[config.mk]
export PLATFORM = sky130hd
export DESIGN_NAME = pattern_pwm_rx
export DESIGN_NICKNAME = d
export VERILOG_FILES = /design/src/rtl/pattern_pwm_rx_pkg.sv /design/src/rtl/pattern_rx_bit_timer.sv /design/src/rtl/pattern_pwm_rx.sv
export SDC_FILE = /design/constraint.sdc
export NUM_CORES = 1
export LEC_CHECK = 0
export BUFFER_PORTS_ARGS = -buffer_cell sky130_fd_sc_hd__buf_2
export CORE_ASPECT_RATIO = 2
export CORE_MARGIN = 2
export CORE_UTILIZATION = 35
export CTS_BUF_LIST = sky130_fd_sc_hd__clkbuf_8
export DETAILED_ROUTE_END_ITERATION = 10
export GPL_TIMING_DRIVEN = 0
export HOLD_SLACK_MARGIN = 0.1
export SLEW_MARGIN = 20
export SYNTH_ARGS = -nofsm -noshare
export SYNTH_HDL_FRONTEND = slang
export SYNTH_HIERARCHICAL = 1
export SYNTH_SLANG_ARGS = --single-unit
[constraint.sdc]
create_clock -name clk -period 4.5 [get_ports clk]
set_clock_uncertainty 0.05 [all_clocks]
set_input_delay 1.35 -clock clk [delete_from_list [all_inputs] [get_ports clk]]
set_output_delay 1.35 -clock clk [all_outputs]
set_load 0.03 [all_outputs]
[src/rtl/pattern_pwm_rx_pkg.sv]
// Shared types for the pattern PWM receiver: counter width and FSM encoding.
package pattern_pwm_rx_pkg;

  localparam int CNT_W = 8;

  typedef enum logic [1:0] {
    ST_IDLE = 2'd0,
    ST_RUN  = 2'd1,
    ST_DONE = 2'd2
  } rx_state_e;

endpackage

[src/rtl/pattern_rx_bit_timer.sv]
// Bit timer for the pattern receiver: tracks position inside the current bit
// (duty_cnt) and the bit index (bit_cnt), and decodes per-cycle strobes.
// The counters hold the position of the *current* cycle; on the start cycle
// the position is forced to bit 0 / offset 0 so the frame begins immediately.
module pattern_rx_bit_timer
  import pattern_pwm_rx_pkg::*;
(
  input  logic             clk,
  input  logic             rst_n,
  input  logic             start,
  input  logic             adv,
  input  logic [CNT_W-1:0] dlat,
  input  logic [CNT_W-1:0] nlat,
  output logic             bit_first,
  output logic             bit_mid,
  output logic             bit_last,
  output logic             frame_last,
  output logic [CNT_W-1:0] bit_idx
);

  logic [CNT_W-1:0] duty_cnt;
  logic [CNT_W-1:0] bit_cnt;
  logic [CNT_W-1:0] cur_duty;

  assign cur_duty   = start ? '0 : duty_cnt;
  assign bit_idx    = start ? '0 : bit_cnt;
  assign bit_first  = (cur_duty == '0);
  assign bit_mid    = (cur_duty == (dlat >> 1));
  assign bit_last   = (cur_duty == dlat);
  assign frame_last = bit_last && (bit_idx == (nlat - CNT_W'(1)));

  // Advance the bit position while a frame is being captured; park at zero otherwise.
  always_ff @(posedge clk or negedge rst_n) begin
    if (!rst_n) begin
      duty_cnt <= '0;
      bit_cnt  <= '0;
    end else if (adv) begin
      if (bit_last) begin
        duty_cnt <= '0;
        bit_cnt  <= bit_idx + CNT_W'(1);
      end else begin
        duty_cnt <= cur_duty + CNT_W'(1);
        bit_cnt  <= bit_idx;
      end
    end else begin
      duty_cnt <= '0;
      bit_cnt  <= '0;
    end
  end

endmodule

[src/rtl/pattern_pwm_rx.sv]
// Pattern PWM receiver: recovers an LSB-first serial pattern where each bit is
// held for duty_num+1 clocks, samples each bit at mid-period, flags any level
// change within a bit period, and pulses valid for one cycle at frame end.
// Handshake: rx_start is a single-cycle strobe, accepted only while busy=0,
// rx_en=1 and 1<=bit_num<=_PAT_WIDTH; valid is a one-cycle pulse with no
// back-pressure, and pat_out/bit_err hold their value until the next valid.
module pattern_pwm_rx
  import pattern_pwm_rx_pkg::*;
#(
  parameter int _PAT_WIDTH = 8
) (
  input  logic                  clk,
  input  logic                  rst_n,
  input  logic                  rx_en,
  input  logic                  rx_start,
  input  logic                  pwm_in,
  input  logic [7:0]            duty_num,
  input  logic [7:0]            bit_num,
  output logic [_PAT_WIDTH-1:0] pat_out,
  output logic                  busy,
  output logic                  valid,
  output logic                  bit_err,
  output logic [1:0]            state_dbg
);

  rx_state_e state, state_nxt;

  logic                  accept;
  logic                  adv;
  logic                  bit_num_ok;
  logic [CNT_W-1:0]      dlat, nlat;
  logic [CNT_W-1:0]      dlat_eff, nlat_eff;
  logic                  bit_first, bit_mid, bit_last, frame_last;
  logic [CNT_W-1:0]      bit_idx;
  logic                  ref_lvl;
  logic                  err_acc, err_nxt;
  logic [_PAT_WIDTH-1:0] shadow, shadow_nxt;

  assign bit_num_ok = (bit_num != 8'd0) && (int'(bit_num) <= _PAT_WIDTH);
  assign accept     = rx_start && rx_en && (state != ST_RUN) && bit_num_ok;
  assign adv        = accept || ((state == ST_RUN) && rx_en);
  // On the start cycle the latches are not loaded yet, so use the live inputs.
  assign dlat_eff   = accept ? duty_num : dlat;
  assign nlat_eff   = accept ? bit_num  : nlat;

  assign busy      = (state == ST_RUN);
  assign valid     = (state == ST_DONE);
  assign state_dbg = state;

  pattern_rx_bit_timer u_timer (
    .clk        (clk),
    .rst_n      (rst_n),
    .start      (accept),
    .adv        (adv),
    .dlat       (dlat_eff),
    .nlat       (nlat_eff),
    .bit_first  (bit_first),
    .bit_mid    (bit_mid),
    .bit_last   (bit_last),
    .frame_last (frame_last),
    .bit_idx    (bit_idx)
  );

  // Next shadow word and error flag including the current cycle's contribution.
  always_comb begin
    shadow_nxt = accept ? '0 : shadow;
    for (int i = 0; i < _PAT_WIDTH; i++) begin
      if (bit_mid && (bit_idx == CNT_W'(i))) shadow_nxt[i] = pwm_in;
    end
    err_nxt = (accept ? 1'b0 : err_acc) | (!bit_first && (pwm_in != ref_lvl));
  end

  // FSM state register.
  always_ff @(posedge clk or negedge rst_n) begin
    if (!rst_n) state <= ST_IDLE;
    else        state <= state_nxt;
  end

  // FSM next state: abort wins over frame end; DONE may chain straight into RUN.
  always_comb begin
    state_nxt = state;
    if ((state == ST_RUN) && !rx_en)     state_nxt = ST_IDLE;
    else if (adv && frame_last)          state_nxt = ST_DONE;
    else if (accept)                     state_nxt = ST_RUN;
    else if (state == ST_DONE)           state_nxt = ST_IDLE;
  end

  // Capture datapath: latches, reference level, shadow word, error and outputs.
  always_ff @(posedge clk or negedge rst_n) begin
    if (!rst_n) begin
      dlat    <= '0;
      nlat    <= '0;
      ref_lvl <= 1'b0;
      err_acc <= 1'b0;
      shadow  <= '0;
      pat_out <= '0;
      bit_err <= 1'b0;
    end else begin
      if (accept) begin
        dlat <= duty_num;
        nlat <= bit_num;
      end
      if (adv) begin
        if (bit_first) ref_lvl <= pwm_in;
        shadow  <= shadow_nxt;
        err_acc <= err_nxt;
        if (frame_last) begin
          pat_out <= shadow_nxt;
          bit_err <= err_nxt;
        end
      end
    end
  end

endmodule

# Yosys cells after proc, flatten, opt, wreduce, memory -nomap -nowiden
# Index checks and enable logic that the tools add are counted.
# totals
register_bits	53
input_bits	21
output_inout_bits	13
elab_cells	77
# op_classes
add_sub_neg	3
order_cmp	1
n_eq_ne	14
mux	22
n_bitwise	1
n_reduce_logical	26
# op_table
op	count
8-bit two-way mux	9
8-bit by 3-bit equality test with 1-bit output, second input constant	4
1-bit logical AND	17
8-bit by 1-bit adder with 8-bit output, second input constant	2
8-bit by 2-bit equality test with 1-bit output, second input constant	2
8-bit equality test	2
8-bit logical NOT	2
1-bit two-way mux	9
8-bit by 1-bit equality test with 1-bit output, second input constant	1
8-bit by 7-bit equality test with 1-bit output	1
8-bit by 4-bit <= comparator with 1-bit output, second input constant	1
2-bit two-way mux	4
8-bit nonzero test	1
8-bit by 1-bit subtractor with 8-bit output, second input constant	1
2-bit AND reduction	2
4-bit nonzero test	1
2-bit by 1-bit equality test with 1-bit output, second input constant	1
2-bit equality test, second input constant	1
1-bit logical NOT	2
2-bit by 1-bit != test with 1-bit output, second input constant	1
1-bit logical OR	1
1-bit != test	1
1-bit OR	1

# Longest topological paths before layout
# Gate-level depths: netlist (run 1).
# depth
depth_word	10
depth_mapped	20
depth_no_buf	17

# Hierarchy
# Netlist (run 1), hierarchy kept.
# by_module_without_submodules
module	instances	cells_per_inst	area_each_um2
pattern_pwm_rx	1	180	1788.0
pattern_rx_bit_timer	1	180	1476.4

# Least setup slack after synthesis (run 1)
# OpenSTA, ideal clock, no wires.
# synth_timing
kind	input port to flip-flop
start	in bit_num[5]
end	reg pat_out[0]
setup_time_ns	0.125
t_arrival_ns	4.814
required_time_ns	4.325
slack_ns	-0.489
stages	14
n_path_buf	4
path_cell_list	or4b_4 > nor4b_4 > nand2_4 > clkinv_2 > buf_4 > buf_6 > clkbuf_1 > clkbuf_1 > nor2b_1 > or4_1 > or4_4 > o21ai_0 > o2bb2ai_1 > mux2_4
# synth_lines
item	line_no	source
start: declaration	pattern_pwm_rx.sv:18	input logic [7:0] bit_num,
8-bit by 4-bit <= comparator with 1-bit output / 8-bit nonzero test (equally long branches)	pattern_pwm_rx.sv:39	assign bit_num_ok = (bit_num != 8'd0) && (int'(bit_num) <= _PAT_WIDTH);
1-bit logical AND (*)	pattern_pwm_rx.sv:39	
1-bit logical AND (*)	pattern_pwm_rx.sv:40	assign accept = rx_start && rx_en && (state != ST_RUN) && bit_num_ok;
net accept	pattern_pwm_rx.sv:28	logic accept;
8-bit two-way mux (*)	pattern_rx_bit_timer.sv:26	assign bit_idx = start ? '0 : bit_cnt;
net bit_idx[7]	pattern_pwm_rx.sv:34	logic [CNT_W-1:0] bit_idx;
8-bit equality test / 8-bit logical NOT (equally long branches)	pattern_rx_bit_timer.sv:30, pattern_pwm_rx.sv:68	
1-bit logical AND (on tied branches)	pattern_rx_bit_timer.sv:30, pattern_pwm_rx.sv:68	
2-bit AND reduction (no line) / 1-bit two-way mux (equally long branches)	n/a	
end signal: assignment	pattern_pwm_rx.sv:108	pat_out <= shadow_nxt;
end: declaration	pattern_pwm_rx.sv:19	output logic [_PAT_WIDTH-1:0] pat_out,
# Mark *: on every way through the listed nets, which the timed path passes. The rest lies on a longest branch.
# A chain may end at the register's enable or synchronous reset.

# Final worst setup path (run 1)
# layout_timing
start	in bit_num[6]
end	reg shadow[2]
# layout_via
elab_chain_cells	7
# layout_lines
item	line_no	source
8-bit by 4-bit <= comparator with 1-bit output / 8-bit nonzero test (equally long branches)	pattern_pwm_rx.sv:39	
1-bit logical AND (*)	pattern_pwm_rx.sv:39	
1-bit logical AND (*)	pattern_pwm_rx.sv:40	
8-bit two-way mux (*)	n/a	
net dlat_eff[4]	pattern_pwm_rx.sv:32	logic [CNT_W-1:0] dlat_eff, nlat_eff;
8-bit by 7-bit equality test with 1-bit output (*)	pattern_rx_bit_timer.sv:28	assign bit_mid = (cur_duty == (dlat >> 1));
net bit_mid	pattern_pwm_rx.sv:33	logic bit_first, bit_mid, bit_last, frame_last;
1-bit logical AND (*)	pattern_pwm_rx.sv:68	if (bit_mid && (bit_idx == CNT_W'(i))) shadow_nxt[i] = pwm_in;
1-bit two-way mux (*)	pattern_pwm_rx.sv:68	
end signal: assignment	pattern_pwm_rx.sv:105	shadow <= shadow_nxt;
end: declaration	pattern_pwm_rx.sv:37	logic [_PAT_WIDTH-1:0] shadow, shadow_nxt;
# Marked as above.

==> results of run 1 <==
## through the flow
stage / setup slack [ns] / instance area [sq um] / hold slack (ns)
5_1_grt: -0.275 / 4250 / 0.490
3_3_place_gp: -0.861 / 3600 / 0.407
3_5_place_dp: -0.912 / 3600 / 0.410
6_report: -0.0947 / 4250 / 0.443
4_1_cts: 0.000171 / 3890 / 0.433
2_1_floorplan: -0.158 / 3310 / 0.390
## path summary, 6_finish.rpt
kind	cells after the start	endpoint	startpoint	slack [ns]
max in group asynchronous	1	nlat[5]	rst_n	2.91
min	2	dlat[3]	dlat[3]	0.44
min in group asynchronous	1	state_dbg[0]	rst_n	1.04
max reg2reg	17	shadow[2]	state_dbg[0]	0.82
max	17	shadow[2]	bit_num[6]	-0.09
min reg2reg	2	dlat[3]	dlat[3]	0.44
## kinds of logic (layout without fill, tap and decap cells)
family | Yosys count | after routing | synth area share, %
flip-flops | 53 | 53 | 40.6
multiplexers | 12 | 12 | 4.18
buffers and inverters | 35 | 106 | 4.56
AND/OR/NAND/NOR | 158 | 158 | 26.9
adder cells (fa/ha/maj) | 4 | 4 | 1.53
AO/OA/AOI/OAI | 69 | 69 | 14.5
XOR/XNOR | 29 | 29 | 7.78
## worst min-delay path: stages, from the launching register on
cell     delay, ns
dfrtp_1       0.33
nand2_1       0.06
nand2_2       0.08
## cell usage in the layout, fill, tap and decap left out, types with 3 or more instances in the layout
master	netlist	routed
inv_1	16	17
nand3_1	8	7
dfrtp_1	53	53
buf_6	1	4
mux2_4	3	3
nand2_4	1	7
and3_1	8	8
inv_2	2	3
nor4b_2	1	4
a22o_1	6	6
nand2b_1	3	3
xor2_1	8	8
nor2b_1	15	13
a21oi_1	12	12
ha_1	4	3
nand2_1	48	33
mux2i_1	8	8
o21ai_0	14	9
nand4_1	5	5
o21ai_1	2	6
o211ai_1	4	4
clkbuf_8	0	5
and2_1	12	12
buf_4	1	28
buf_2	4	34
clkbuf_16	0	3
nor3_1	4	3
nor2_1	30	25
nor2_2	0	4
xnor2_1	21	21
nand2_2	0	9
a31oi_1	9	6
clkbuf_1	10	4
## sequential cells by signal, summed over array words and instances (netlist names)
| name | count |
|---|---|
| dlat | 8 |
| nlat | 8 |
| pat_out | 8 |
| shadow | 8 |
| u_timer/bit_cnt | 8 |
| u_timer/duty_cnt | 8 |
| state_dbg | 2 |
| bit_err | 1 |
| err_acc | 1 |
| ref_lvl | 1 |
## power groups by stage
stage	clock, mW	sequential [mW]	combinational [mW]
after floorplan	0	0.643	0.296
after global placement	0	0.580	0.478
after detailed placement	0	0.582	0.486
after CTS	0.264	0.573	0.519
after global routing	0.283	0.583	0.638
final	0.255	0.574	0.586
## what timing repair did
item / 4_1_cts / 5_1_grt
endpoints found under the setup margin: 19 / 23
endpoints found under the hold margin: 0 / 0
cloned: 1 / 1
resized for setup: 21 / 52
pin swaps: 10 / 20
setup buffers: 11 / 20
## routing by layer
metal,GRT usage [%],wire length [um]
met5,0,0
met1,16.3,3130
met2,35.1,5350
met4,8.04,318
met3,2.29,187
## layout make-up
class	count	area, sq um
buffer	15	158
timing repair buffer	64	465
clock buffer	5	68.8
inverter	19	86.3
clock inverter	3	11.3
sequential	53	1330
tap	102	128
fill	861	4760
multi-input combinational	272	2010
==> metrics, run 1 <==
Ys Warns=6; final WL=8980 um; maximum vdd drop=135 uV; startpoint type of the worst setup path=input pin; crit-path max cell delay=0.53 ns; via count=2876; top cells by count, synth=53 x dfrtp_1, 48 x nand2_1, 30 x nor2_1; area grow syn2layout=30.3%; worst-path fanout max=6; Crit. End Element=flop; Final HPWL DP=6120 um; largest area contributor in the netlist=dfrtp_1; Util after Layout=47.2%; top-area cell type share of the netlist area=40.6%; Post-Layout Cell Count=533; Initial Utilization=36.2%; hold buffers post-CTS=0; antenna violations before repair=0; CTS tree=built; Top Family by Delay on Critical Path=simple AND/OR/NAND/NOR gates; Area contributors post-synth=dfrtp_1 41%, xnor2_1 5.6%, nand2_1 5.5%; GRT Util Overall=17.4%; total CTS buffers=5; Die Span Y=141 um; crit-path cells=buf_6, or4b_4, nor4b_4, nand2_4, clkbuf_16, nand2_1, nand2_2, o21ai_1, o221ai_1, nor2_1, nand3_2, nor2_2, nand2b_1, or4_4, or2_4, o211ai_1, o21ai_1; Congestion Overflow GR=0; ratio of cells with drive above 1 in the final layout=31.3%; RSZ-0062 raised after global routing=true; Avg WL per Cell=16.8 um; post-synthesis async set-or-reset flop share=100%; clock transition at the registers of the reported paths=0.09 ns; top_reg_cell synth=dfrtp_1; Synth Instances=360; Power Density=333 mW/mm^2; Final Hold Fails=0; sequential share of the synthesized area=40.6%; setup_tns=-0.173 ns; most frequent cell after synthesis=dfrtp_1; die width=72.3 um; Post-Syn Area=0.00326 sq mm; final setup fails=5; Worst Tran Pin Value=0.697 ns; slew margin rel.=53.5%; Worst path slowest cell=or4b_4; WS Path Type=input pin to flop; DR vias/cell=5.40; Clk Latency, worst-skew pair=0.31 ns; # port buffers=32; full die area=0.0102 sq mm; Slew Viols, Final=0; MaxCap Viol Count=0; Critical Path RT=4.63 ns; Min Clock Period, post-route=4.59 ns; CP dominant cell by count=o21ai_1; Synth cell types=60; Root Buffer=clkbuf_8; Buffers & Inverters on Critical Path=2; Final Cycle Share=102%; number of diodes=0; Seq cells post-synth=53; largest net degree at the start of global routing=54; Total Power=1.41 mW; status=finished, violations left; placer congestion estimate=0.783; DP Cell Count=494; clock sinks=53; syn avg cell area=9.07 sq um; failing checks=setup timing; IO Count=34; number of global-route vias before repair=2860; Net Sw Power=0.530 mW; sequential power share=40.6%; Mapped Nets=385; Post-synth EDFFs=0; Hold Crit Class=flop to flop; combinational group share of total power=41.4%; setup ws final=-0.0947 ns; drc violations=0; Worst EP arrival=4.73 ns; ANT nets after route=0; switch share=37.4%; Leakage=2.01 nW; first-pass GRT wire length=13700 um; max frequency=218 MHz; Clock Path Buffers=2; number of DRC markers in iteration 0=112; P_int=0.885 mW; CTS H-Tree Depth=2; DRT Pass-1 Iters=4; Clock power frac=18.0%; Cell Rows=49; Core Box Area=0.00901 sq mm; nets=455
No activity file was read; power rests on OpenSTA's default activity.
==> run 2, diff against run 1 <==
--- a/config.mk
+++ b/config.mk
@@ -6,7 +6,7 @@
 export NUM_CORES = 1
 export LEC_CHECK = 0
 export BUFFER_PORTS_ARGS = -buffer_cell sky130_fd_sc_hd__buf_2
-export CORE_ASPECT_RATIO = 2
+export CORE_ASPECT_RATIO = 0.6
 export CORE_MARGIN = 2
 export CORE_UTILIZATION = 35
 export CTS_BUF_LIST = sky130_fd_sc_hd__clkbuf_8
==> run 2 against run 1 <==
Net effect: design area rose by 5.9%; sequential power barely moved; the run still ends with setup timing left; critical endpoint unchanged; power rose by 6.0%; via count rose by 5.1%; cell count rose by 5.3%.
==> metrics, run 2 (synthesis results as in run 1) <==
die width=129 um (+78%); CTS tree=built; largest net degree at the start of global routing=54 (unchanged); status=finished, violations left; Clock Path Buffers=2 (unchanged); R2R Path End=pat_out[7]; # port buffers=32 (unchanged); worst-path fanout max=5 (-1); Hold Crit Class=flop to flop; area grow syn2layout=38.0%; clock transition at the registers of the reported paths=0.10 ns (about the same); failing checks=setup timing; number of DRC markers in iteration 0=276 (+150%); Power Density=333 mW/mm^2 (about the same); DRT Pass-1 Iters=5 (+1); total CTS buffers=5 (unchanged); Final HPWL DP=5800 um (-5.4%); antenna violations before repair=0 (unchanged); Util after Layout=49.4% (+2.2 points); GRT Util Overall=18.1% (+0.69 points); hold buffers post-CTS=0 (unchanged); nets=470 (+3.3%); Worst Tran Pin Value=0.678 ns (-0.0196 ns); DR vias/cell=5.39 (-0.13%); number of global-route vias before repair=2779 (-2.8%); Core Box Area=0.00912 sq mm (+1.2%); slew margin rel.=54.8% (+1.3 points); CTS H-Tree Depth=2 (unchanged); flop2flop setup slack=0.74 ns (-0.08 ns); ratio of cells with drive above 1 in the final layout=38.7% (+7.3 points); Leakage=2.09 nW (+4.1%); Crit. End Element=flop; MaxCap Viol Count=0 (unchanged); Worst EP arrival=4.76 ns (+0.03 ns); WS Path Type=input pin to flop; first-pass GRT wire length=14500 um (+5.4%); ANT nets after route=0 (unchanged); Initial Utilization=35.8% (-0.43 points); hold path start=dlat[3]; maximum vdd drop=146 uV (+8.5%); Clk Latency, worst-skew pair=0.31 ns (about the same); final WL=9420 um (+4.9%); max frequency=217 MHz (-0.25%); Die Span Y=78.8 um (-44%); Min Clock Period, post-route=4.61 ns (+0.0117 ns); drc violations=0 (unchanged); Final Cycle Share=102% (+0.26 points); RSZ-0062 raised after global routing=true; worst r2r path cells=17 (unchanged); clock sinks=53 (unchanged); worst slack at placement=-0.915 ns (-0.00281 ns); FF-to-FF Start=state_dbg[0]; Final Hold Fails=0 (unchanged); most frequent cells in the layout=53 x dfrtp_1, 37 x buf_4, 33 x buf_2, 28 x nand2_1, 23 x nor2_1; setup ws final=-0.106 ns (-0.0117 ns); Root Buffer=clkbuf_8; Critical Path Sink=shadow[2]; worst setup path start=bit_num[5]; Congestion Overflow GR=0 (unchanged); via count=3023 (+5.1%); full die area=0.0101 sq mm (-0.22%); Critical Path RT=4.65 ns (+0.02 ns); most common cell after layout, fill and taps aside=dfrtp_1; placer congestion estimate=0.865 (+10%); IO Count=34 (unchanged); Avg WL per Cell=16.8 um (-0.30%); Cell Rows=27 (-45%); startpoint type of the worst setup path=input pin; Slew Viols, Final=0 (unchanged); number of diodes=0 (unchanged); final setup fails=10 (+5)
==> run 2: per-stage QoR <==
step / power [mW] / instances / instance area [sq um] / hold WS [ns] / TNS (ns)
6_report: 1.50 / 561 / 4510 / 0.456 / -0.710
5_1_grt: 1.59 / 561 / 4510 / 0.473 / -2.90
4_1_cts: 1.41 / 542 / 4090 / 0.436 / -0.0850
3_5_place_dp: 1.07 / 508 / 3620 / 0.412 / -17.56
3_3_place_gp: 1.05 / 508 / 3620 / 0.407 / -15.00
2_1_floorplan: 0.938 / 360 / 3310 / 0.390 / -0.846
==> run 2: layout make-up <==
class,instances,area [sq um]
Buffer,14,140
Clock buffer,6,82.6
Clock inverter,1,7.51
Fill cell,812,4620
Inverter,19,83.8
Multi-Input combinational cell,272,2100
Sequential cell,53,1330
Tap cell,116,145
Timing Repair Buffer,80,619
==> run 2: repair_timing <==
action | 4_1_cts | 5_1_grt
setup endpoints to repair | 19 | 25
pin swaps | 22 | 30
buffers inserted | 27 | 22
resized for setup | 33 | 67
cloned | 1 | 0
==> run 2: power by group <==
group	leakage (nW)	switching (mW)	internal, mW
logic	1.35	0.368	0.271
clock network	0.0433	0.163	0.122
registers	0.696	0.0373	0.539
==> run 2: critical path, stage by stage <==
cell	delay, ns
buf_6	0.09
or4b_4	0.54
nor4b_4	0.36
nand2_4	0.16
clkinv_8	0.10
buf_8	0.11
clkbuf_16	0.13
clkbuf_16	0.11
buf_6	0.09
buf_6	0.10
nor2b_4	0.05
or4_4	0.53
or4_4	0.52
or2_4	0.27
o211ai_1	0.17
o21ai_1	0.08
==> run 2: how the worst min path moves through the flow <==
stage                          to  slack, ns  depth (start not counted)
after CTS                 dlat[3]       0.44                          2
after detailed placement  dlat[3]       0.41                          2
after global placement    dlat[3]       0.41                          2
after floorplan           dlat[3]       0.39                          2
final                     dlat[3]       0.46                          2
after global routing      dlat[3]       0.47                          2
==> run 2: layer usage <==
layer	up-vias	global-route usage, %	routed length (um)	part of all wire (%)
li1	1430	-	-	-
met1	1465	29.0	4610	49
met2	116	25.3	4010	43
met3	12	3.23	707	7.5
met4	0	3.15	91	0.97
met5	-	0	0	0
